File: src/rtl/control_pkg.sv
// ----------------------------------------------------------------------------
// control_pkg
//
// Shared definitions for the SPI-to-coax command decoder:
//   - command byte codes (STATUS, TX, RX)
//   - decoder state enum
//   - bit positions of the flags carried in the RX high byte
//   - helpers that decode a command byte and assemble the RX high byte and the
//     STATUS byte
//
// Configuration macro: CONTROL_STATUS_CMD_EN
//   defined   : CMD_STATUS decodes to the STATUS state
//   undefined : CMD_STATUS is treated like any unknown byte (IGNORE)
// ----------------------------------------------------------------------------
package control_pkg;

    // Command codes: the first byte seen after chip-select falls.
    localparam logic [7:0] CMD_STATUS = 8'h01;
    localparam logic [7:0] CMD_TX     = 8'h04;
    localparam logic [7:0] CMD_RX     = 8'h05;

    // Flag positions inside the RX high byte {empty, error, 4'b0, data[9:8]}.
    localparam int RX_FLAG_EMPTY_BIT = 7;
    localparam int RX_FLAG_ERROR_BIT = 6;

    // Cycles from the RX_LO strobe to the cycle in which the new FIFO head is
    // sampled. The pop is issued one cycle after the strobe and the head is
    // given two more cycles to settle.
    localparam logic [1:0] RX_RELOAD_DELAY = 2'd3;

    typedef enum logic [2:0] {
        ST_IDLE,
        ST_TX_HI,
        ST_TX_LO,
        ST_RX_HI,
        ST_RX_LO,
        ST_STATUS,
        ST_IGNORE
    } state_e;

    // Map a command byte to the state that handles the rest of the transfer.
    function automatic state_e decode_cmd(input logic [7:0] cmd);
        state_e next;
        case (cmd)
            CMD_TX:     next = ST_TX_HI;
            CMD_RX:     next = ST_RX_HI;
`ifdef CONTROL_STATUS_CMD_EN
            CMD_STATUS: next = ST_STATUS;
`endif
            default:    next = ST_IGNORE;
        endcase
        return next;
    endfunction

    // High byte returned for each RX word: FIFO flags plus data bits [9:8].
    function automatic logic [7:0] rx_high_byte(input logic       empty,
                                                input logic       error,
                                                input logic [1:0] data_hi);
        logic [7:0] b;
        b                    = 8'h00;
        b[RX_FLAG_EMPTY_BIT] = empty;
        b[RX_FLAG_ERROR_BIT] = error;
        b[1:0]               = data_hi;
        return b;
    endfunction

    // Live status byte shown while a STATUS command is open.
    function automatic logic [7:0] status_byte(input logic empty,
                                               input logic error,
                                               input logic active);
        return {5'b0_0000, empty, error, active};
    endfunction

endpackage

File: src/rtl/control.sv
// ----------------------------------------------------------------------------
// control
//
// Command decoder between the SPI slave front end and the coax TX/RX
// datapaths. While spi_cs is low, the first received byte selects a command:
//   0x04 TX     : following byte pairs form 10-bit words pushed via tx_load
//   0x05 RX     : FIFO words are streamed back as {flags, data[9:8]}, data[7:0]
//                 and the FIFO is popped after each word
//   0x01 STATUS : spi_tx_data mirrors {rx_empty, rx_error, rx_active}
//                 (only when CONTROL_STATUS_CMD_EN is defined)
//   other       : ignored until spi_cs rises
// spi_cs high returns to IDLE, drops any partial TX word and clears
// spi_tx_data.
//
// Ports:
//   clk            system clock, rising edge
//   reset          synchronous active-low reset
//   spi_cs         SPI chip-select, active low
//   spi_rx_data    byte from the SPI master, valid with spi_rx_strobe
//   spi_rx_strobe  one-cycle pulse per received byte
//   spi_tx_data    byte shifted out on the next SPI transfer
//   rx_active      receiver decoding a frame
//   rx_error       receiver error flag
//   rx_data        head word of the receive FIFO
//   rx_empty       receive FIFO empty
//   rx_read        one-cycle FIFO pop
//   tx_data        word for the transmitter, valid with tx_load
//   tx_load        one-cycle push strobe to the transmitter
//
// Configuration macro: CONTROL_STATUS_CMD_EN enables the STATUS command.
// ----------------------------------------------------------------------------
module control
    import control_pkg::*;
(
    input  logic       clk,
    input  logic       reset,
    input  logic       spi_cs,
    input  logic [7:0] spi_rx_data,
    input  logic       spi_rx_strobe,
    output logic [7:0] spi_tx_data,
    input  logic       rx_active,
    input  logic       rx_error,
    input  logic [9:0] rx_data,
    input  logic       rx_empty,
    output logic       rx_read,
    output logic [9:0] tx_data,
    output logic       tx_load
);

    state_e     state_q,       state_d;
    logic [7:0] spi_tx_data_q, spi_tx_data_d;
    logic [9:0] tx_data_q,     tx_data_d;
    logic       tx_load_q,     tx_load_d;
    logic       rx_read_q,     rx_read_d;
    logic [1:0] tx_hi_q,       tx_hi_d;       // latched word bits [9:8]
    logic [1:0] reload_cnt_q,  reload_cnt_d;  // pending RX high-byte reload

    // A byte counts only while chip-select is low; CS high wins over a strobe.
    logic byte_valid;
    assign byte_valid = spi_rx_strobe && !spi_cs;

`ifndef CONTROL_STATUS_CMD_EN
    // rx_active only feeds the STATUS byte.
    logic rx_active_unused;
    assign rx_active_unused = rx_active;
`endif

    // ------------------------------------------------------------------
    // State register
    // ------------------------------------------------------------------
    // NOTE: sequential state uses non-blocking (<=) so every flop samples
    // values from before the edge, independent of statement order.
    always_ff @(posedge clk) begin
        if (!reset) begin
            state_q <= ST_IDLE;
        end else begin
            state_q <= state_d;
        end
    end

    // ------------------------------------------------------------------
    // Next-state logic
    // ------------------------------------------------------------------
    // NOTE: every variable assigned in always_comb gets a default first so no
    // path leaves it unassigned, which would infer a latch.
    always_comb begin
        state_d = state_q;
        if (spi_cs) begin
            state_d = ST_IDLE;
        end else if (byte_valid) begin
            case (state_q)
                ST_IDLE:  state_d = decode_cmd(spi_rx_data);
                ST_TX_HI: state_d = ST_TX_LO;
                ST_TX_LO: state_d = ST_TX_HI;
                ST_RX_HI: state_d = ST_RX_LO;
                ST_RX_LO: state_d = ST_RX_HI;
                default:  state_d = state_q;   // STATUS / IGNORE absorb bytes
            endcase
        end
    end

    // ------------------------------------------------------------------
    // Output / datapath next values
    // ------------------------------------------------------------------
    always_comb begin
        spi_tx_data_d = spi_tx_data_q;
        tx_data_d     = tx_data_q;
        tx_load_d     = 1'b0;
        rx_read_d     = 1'b0;
        tx_hi_d       = tx_hi_q;
        reload_cnt_d  = reload_cnt_q;

        if (spi_cs) begin
            spi_tx_data_d = 8'h00;
            tx_hi_d       = 2'b00;
            reload_cnt_d  = 2'd0;
        end else begin
            // Delayed reload of the RX high byte after a pop, so the FIFO
            // head has moved to the next word before it is sampled.
            if (reload_cnt_q != 2'd0) begin
                reload_cnt_d = reload_cnt_q - 2'd1;
                if (reload_cnt_q == 2'd1) begin
                    spi_tx_data_d = rx_high_byte(rx_empty, rx_error, rx_data[9:8]);
                end
            end

            case (state_q)
                ST_IDLE: begin
                    if (byte_valid) begin
                        if (decode_cmd(spi_rx_data) == ST_RX_HI) begin
                            spi_tx_data_d = rx_high_byte(rx_empty, rx_error,
                                                         rx_data[9:8]);
                        end
`ifdef CONTROL_STATUS_CMD_EN
                        if (decode_cmd(spi_rx_data) == ST_STATUS) begin
                            spi_tx_data_d = status_byte(rx_empty, rx_error,
                                                        rx_active);
                        end
`endif
                    end
                end
                ST_TX_HI: begin
                    if (byte_valid) begin
                        tx_hi_d = spi_rx_data[1:0];
                    end
                end
                ST_TX_LO: begin
                    if (byte_valid) begin
                        tx_data_d = {tx_hi_q, spi_rx_data};
                        tx_load_d = 1'b1;
                    end
                end
                ST_RX_HI: begin
                    if (byte_valid) begin
                        spi_tx_data_d = rx_data[7:0];
                        reload_cnt_d  = 2'd0;
                    end
                end
                ST_RX_LO: begin
                    if (byte_valid) begin
                        // An empty FIFO is re-read but never popped.
                        rx_read_d    = !rx_empty;
                        reload_cnt_d = RX_RELOAD_DELAY;
                    end
                end
                ST_STATUS: begin
`ifdef CONTROL_STATUS_CMD_EN
                    spi_tx_data_d = status_byte(rx_empty, rx_error, rx_active);
`endif
                end
                default: begin
                    // IGNORE: nothing changes until CS rises.
                end
            endcase
        end
    end

    // ------------------------------------------------------------------
    // Datapath / output registers
    // ------------------------------------------------------------------
    always_ff @(posedge clk) begin
        if (!reset) begin
            spi_tx_data_q <= 8'h00;
            tx_data_q     <= 10'd0;
            tx_load_q     <= 1'b0;
            rx_read_q     <= 1'b0;
            tx_hi_q       <= 2'b00;
            reload_cnt_q  <= 2'd0;
        end else begin
            spi_tx_data_q <= spi_tx_data_d;
            tx_data_q     <= tx_data_d;
            tx_load_q     <= tx_load_d;
            rx_read_q     <= rx_read_d;
            tx_hi_q       <= tx_hi_d;
            reload_cnt_q  <= reload_cnt_d;
        end
    end

    assign spi_tx_data = spi_tx_data_q;
    assign tx_data     = tx_data_q;
    assign tx_load     = tx_load_q;
    assign rx_read     = rx_read_q;

endmodule

File: config.mk
export PLATFORM = sky130hd
export DESIGN_NAME = control
export DESIGN_NICKNAME = d
export VERILOG_FILES = /design/src/rtl/control_pkg.sv /design/src/rtl/control.sv
export SDC_FILE = /design/constraint.sdc
export NUM_CORES = 1
export LEC_CHECK = 0
export ABC_AREA = 1
export CAP_MARGIN = 20
export CORE_UTILIZATION = 44
export DETAILED_ROUTE_END_ITERATION = 10
export MAX_ROUTING_LAYER = met4
export PLACE_DENSITY = 0.86
export SYNTH_ARGS = -nofsm -noshare
export SYNTH_HDL_FRONTEND = slang
export SYNTH_SLANG_ARGS = --single-unit
File: constraint.sdc
create_clock -name clk -period 1.75 [get_ports clk]
set_clock_uncertainty 0.2 [all_clocks]
set_input_delay 0.175 -clock clk [delete_from_list [all_inputs] [get_ports clk]]
set_output_delay 0.175 -clock clk [all_outputs]
set_load 0.02 [all_outputs]
==> Word level (Yosys, flattened, before mapping) <==
Cells that the tools add are included.
{ "totals": {"reg_bits": 27, "latch_bits": 0, "mem_bits_rw": 0, "romBits": 0, "in_bits": 25, "out_inout_bits": 20, "mem_count": 0} }
{ "classes": {"add_sub_neg": 1, "mul": 0, "n_div": 0, "order_cmp": 0, "eq_ne": 8, "shift": 0, "n_mux": 16, "n_bitwise": 5, "n_reduce_logical": 12} }
{ "op_table": {"columns": ["op", "count"], "rows": [
  ["8-bit two-way mux", 5],
  ["8-bit by 3-bit equality test with 1-bit output, second input constant", 2],
  ["8-bit one-hot mux with 2 select lines", 1],
  ["3-bit one-hot mux with 5 select lines", 1],
  ["3-bit by 2-bit equality test with 1-bit output, second input constant", 3],
  ["3-bit two-way mux", 3],
  ["2-bit two-way mux", 3],
  ["3-bit one-hot mux with 2 select lines", 1],
  ["1-bit inverter", 5],
  ["5-bit nonzero test", 1],
  ["2-bit one-hot mux with 2 select lines", 1],
  ["2-bit AND reduction", 2],
  ["4-bit OR reduction", 1],
  ["3-bit by 1-bit equality test with 1-bit output, second input constant", 1],
  ["3-bit equality test, second input constant", 1],
  ["3-bit zero test", 1],
  ["3-bit AND reduction", 1],
  ["3-bit OR reduction", 1],
  ["2-bit by 1-bit equality test with 1-bit output, second input constant", 1],
  ["1-bit zero test", 2],
  ["2-bit nonzero test", 1],
  ["2-bit OR reduction", 1],
  ["2-bit by 1-bit subtractor with 2-bit output, second input constant", 1],
  ["1-bit logical AND", 1],
  ["1-bit two-way mux", 1]
]} }

==> Depth between registers and ports, before layout <==
{ "logic_depth": {"depth_word": 9, "ltp_mapped": 9, "mapped_depth_nobuf": 8} }

==> Worst setup path before layout <==
Ideal clock, no wire load.
{ "synth_timing": {"path_kind": "reg-to-reg", "startpoint": "register state_q[2]", "endpoint": "register spi_tx_data_q[2] (netlist: spi_tx_data[2])", "setup_time_ns": 0.122, "arrival_time_ns": 1.005, "slack_ns": 0.424, "path_stages_with_launch": 8, "period_less_slack_ns": 1.326, "cell_sequence": "dfxtp_1 > inv_2 > nand3_2 > nor2_2 > buf_6 > inv_1 > o21ai_0 > a21oi_1"} }
{ "synth_between": {"elab_chain_cells": 2} }
{ "synth_lines": {"columns": ["element", "line", "text"], "rows": [
  ["start, declared", "control.sv:50", "state_e state_q, state_d;"],
  ["start signal, assigned", "control.sv:77", "state_q <= state_d;"],
  ["3-bit by 2-bit equality test with 1-bit output / 3-bit zero test (equally long branches)", "control.sv:127", "case (state_q)"],
  ["8-bit one-hot mux with 2 select lines *", "control.sv:127", null],
  ["end signal, assigned", "control.sv:190", "spi_tx_data_q <= spi_tx_data_d;"],
  ["end, declared", "control.sv:51", "logic [7:0] spi_tx_data_q, spi_tx_data_d;"]
]} }
Every way passes the cells marked *; elsewhere a longest branch is shown, timed or not.
A chain may end at the register's enable or synchronous reset.

==> Worst setup path in the final report <==
{ "layout_timing": {"startpoint": "register tx_data_q[2] (netlist: tx_data[2])", "endpoint": "output tx_data[2]"} }
{ "layout_lines": {"columns": ["element", "line", "text"], "rows": [
  ["start, declared", "control.sv:52", "logic [9:0] tx_data_q, tx_data_d;"],
  ["start signal, assigned", "control.sv:191", "tx_data_q <= tx_data_d;"],
  ["end, declared", "control.sv:46", "output logic [9:0] tx_data,"]
]} }
No word-level cell between the ends.

==> results.txt <==
- The area growth from synthesis to layout is 42.50%.
- Area contributors post-synth: sky130_fd_sc_hd__dfxtp_1 42%, sky130_fd_sc_hd__nand2_1 12%, sky130_fd_sc_hd__o21ai_0 9.6%
- The initial antenna violation count is 0.
- Number of synthesized register bits: 27
* Global-route total usage across every layer: 0.2096
- CTS Sinks: 27
- Worst max-slew margin expressed relative to the limit: 0.7512
- Type of element launching the critical path: flip-flop
* Total negative slack for setup checks: 0 ps
* Placement Rows: 19
- Combined area of all synthesized cells: 1301 um2
- Count of pins over their slew limit: 0
- Worst EP required: 1370 ps
- Reg2Reg Launch Point: state_q[2]
* Root buffer cell: sky130_fd_sc_hd__clkbuf_4
* Unrepaired setup endpoints after global routing: no
* Top cell type's share of synthesized area: 0.4154
* Antenna Cells: 0
- Pwr Density: 568.2 nW/um2
* Worst setup path start: tx_data[2]
* Highest fanout seen on the critical path: 2
- The finished layout holds 280 standard cells, fillers aside.
- Half-perimeter wire length of the detailed placement result: 2442 um
* Clock buffer count from CTS: 3
* Clock transition at the registers of the reported paths: 140 ps
- Distinct cells, synth: 21
* H-Tree Level Count: 1
- Sum of internal, switching and leakage power: 1.054 mW
- Entering global routing, the biggest net connects 15 pins.
- The sequential cells in the finished layout cover a total of 540.5 um2.
- The first routing iteration left 42 violations.
- During placement, the flow inserted port buffers numbering 43.
- Among cell families on the critical path, the largest total delay comes from buffers and inverters.
- Counting the fill cells in the layout gives 236.
* Number of global-route vias before repair: 1249
- The final count of hold timing violations came to 0.
- Gpl congestion: 0.8763
* Yosys warning total: 0
* Overall overflow remaining after global route: 0
* Count of boundary I/O pins: 45
* Most common library cell in the layout ignoring fill and taps: sky130_fd_sc_hd__clkdlybuf4s50_1
- DRC: 0
* Combined area of the multi-input logic cells: 630.6 um2
- Mean routed wirelength per cell: 11.17 um
- On the critical path, the stage with the largest delay is an instance of sky130_fd_sc_hd__clkdlybuf4s50_1.
- Using the TritonRoute via totals, the vias-per-cell ratio works out to 5.071.
- Core area: 2781 um2
- In the final layout, the share of cells above drive strength 1 is 0.08032.
- Final #Nets: 275
- Clock insertion delay at the later pin of the skew report: 320 ps
* Class of the tightest hold or removal check: input pin to flip-flop
* Crit. End Element: primary output
* Cell taking the most area after synthesis: sky130_fd_sc_hd__dfxtp_1
* Total iterations of the first detailed-routing run: 4
- The worst path needs 1683 ps of the cycle, external delays included.
- The number of nets in the synthesized netlist is 220.
- The critical path goes through clkdlybuf4s50_1.
- R2R cell count: 5
* Placed cell count: 276
- Max IR drop VDD: 0.0004546 V
* Global-route wire length before repair: 5319 um
- Part of the Yosys area used for sequential elements: 0.4154
- The critical path ends at tx_data[2].
* Max-cap violation count: 0
* CTS tree: built
- Worst-margin pin slew: 372.3 ps
* Period Utilization, post-route: 0.9619
- R2r setup slk: 210 ps
- Final setup vio count: 0
- In this run, post-CTS hold repair placed 0 buffers.
- Most frequent cells in the layout: 43 x sky130_fd_sc_hd__clkdlybuf4s50_1, 42 x sky130_fd_sc_hd__nand2_1, 27 x sky130_fd_sc_hd__nor2_1, 27 x sky130_fd_sc_hd__dfxtp_1, 25 x sky130_fd_sc_hd__inv_1
- Measured along the x axis, the die boundary spans 56.38 um.
* Via total after detailed routing: 1420
* Max stage delay on crit path: 620 ps
- The floorplan step defined a die boundary enclosing 3179 um2.
- For this block, the routed nets add up to 3127 um of wire.
- Gate Count Post-Synth: 195
* Outcome: completed
- Worst flop-to-flop path endpoint: state_q[1]
- For this run, the share of the core covered by cells in the final layout is 0.6667.
* Chip Height: 56.38 um
- Critical path depth: 1
- The critical path in this run is classified as flip-flop to primary output.
- Crit path DAT: 1310 ps
- Crit path buffers/inverters: 1
* Synth Area per Inst: 6.673 um2
* Initial cell density of the core: 0.4678
* Top achievable clock speed: 594.1 MHz
- In this run the deepest clock path goes through 2 buffers.
- The detail route stage leaves a number of antenna-violating nets equal to 0.
* P_leak: 0.8212 nW
[layout make-up]
type                            instances  area share
Timing Repair Buffer                   55      0.2807
Tap cell                               31     0.02092
Inverter                               26     0.05263
Clock buffer                            4     0.01417
Sequential cell                        27      0.2915
Multi-Input combinational cell        137      0.3401
[report_power, final]
group	total (mW)	switching, mW	internal [mW]	leakage [nW]
Combinational	0.159	0.0777	0.0811	0.588
Sequential	0.628	0.00625	0.622	0.218
Clock	0.266	0.177	0.0892	0.0150
Total	1.05	0.261	0.792	0.821
[per-layer routing]
| layer | vias to the layer above | global-route usage | part of all wire |
|---|---|---|---|
| met2 | 45 | 0.3299 | 0.47 |
| li1 | 740 | - | - |
| met5 | - | - | 0 |
| met4 | 0 | 0.06272 | 0.011 |
| met1 | 631 | 0.2849 | 0.47 |
| met3 | 4 | 0.02304 | 0.043 |
[sequential cells by signal, indices dropped and copies added, names as in the netlist]
name	cells
reload_cnt_q	2
rx_read	1
spi_tx_data	8
state_q	3
tx_data	10
tx_hi_q	2
tx_load	1
[stage by stage]
step,hold WS [ps],instance area (um2),setup slack (ps)
3_5_place_dp,260.3,1828,1.746
5_1_grt,206.4,1854,35.62
6_report,195.8,1854,66.75
3_3_place_gp,252.3,1828,58.86
4_1_cts,192.9,1854,55.90
2_1_floorplan,47.38,1301,423.6
[kinds of logic (layout without fill, tap and decap cells)]
family                 Yosys count  count (layout)  share of synthesized area
flip-flops                      27              27                     0.4154
buffers and inverters           31              85                     0.1000
AND/OR/NAND/NOR                 87              87                     0.2779
AO/OA/AOI/OAI                   50              50                     0.2067
[cell usage after synthesis]
cell type and instances:
sky130_fd_sc_hd__nand2_1 42, sky130_fd_sc_hd__a21oi_1 18, sky130_fd_sc_hd__nand3_1 12, sky130_fd_sc_hd__a21boi_0 3
sky130_fd_sc_hd__nor2_2 2, sky130_fd_sc_hd__o21ai_2 1, sky130_fd_sc_hd__o21ai_0 25, sky130_fd_sc_hd__a31oi_1 1
sky130_fd_sc_hd__nand4_1 2, sky130_fd_sc_hd__nor2_1 27, sky130_fd_sc_hd__a21boi_1 1, sky130_fd_sc_hd__nand3_2 1
sky130_fd_sc_hd__buf_6 1, sky130_fd_sc_hd__buf_1 1, sky130_fd_sc_hd__inv_1 25, sky130_fd_sc_hd__inv_2 1
sky130_fd_sc_hd__dfxtp_1 27, sky130_fd_sc_hd__nand3b_1 1, sky130_fd_sc_hd__buf_2 2, sky130_fd_sc_hd__o41ai_1 1
sky130_fd_sc_hd__buf_4 1
[worst min path at each step]
stage / slack [ps] / start / end / cells after the start
2_1_floorplan: 50 / rx_empty / rx_read / 1
3_3_place_gp: 250 / reload_cnt_q[0] / reload_cnt_q[0] / 1
3_5_place_dp: 260 / reload_cnt_q[0] / reload_cnt_q[0] / 1
4_1_cts: 190 / rx_empty / rx_read / 2
5_1_grt: 210 / rx_empty / rx_read / 2
6_report: 200 / rx_empty / rx_read / 2
[timing repair]
| item | CTS | global route |
|---|---|---|
| setup endpoints to repair | 0 | 1 |
| setup buffers | 0 | 0 |
| resized for setup | 0 | 1 |
| hold endpoints to repair | 0 | 0 |
Power figures use the tool's default switching activity.
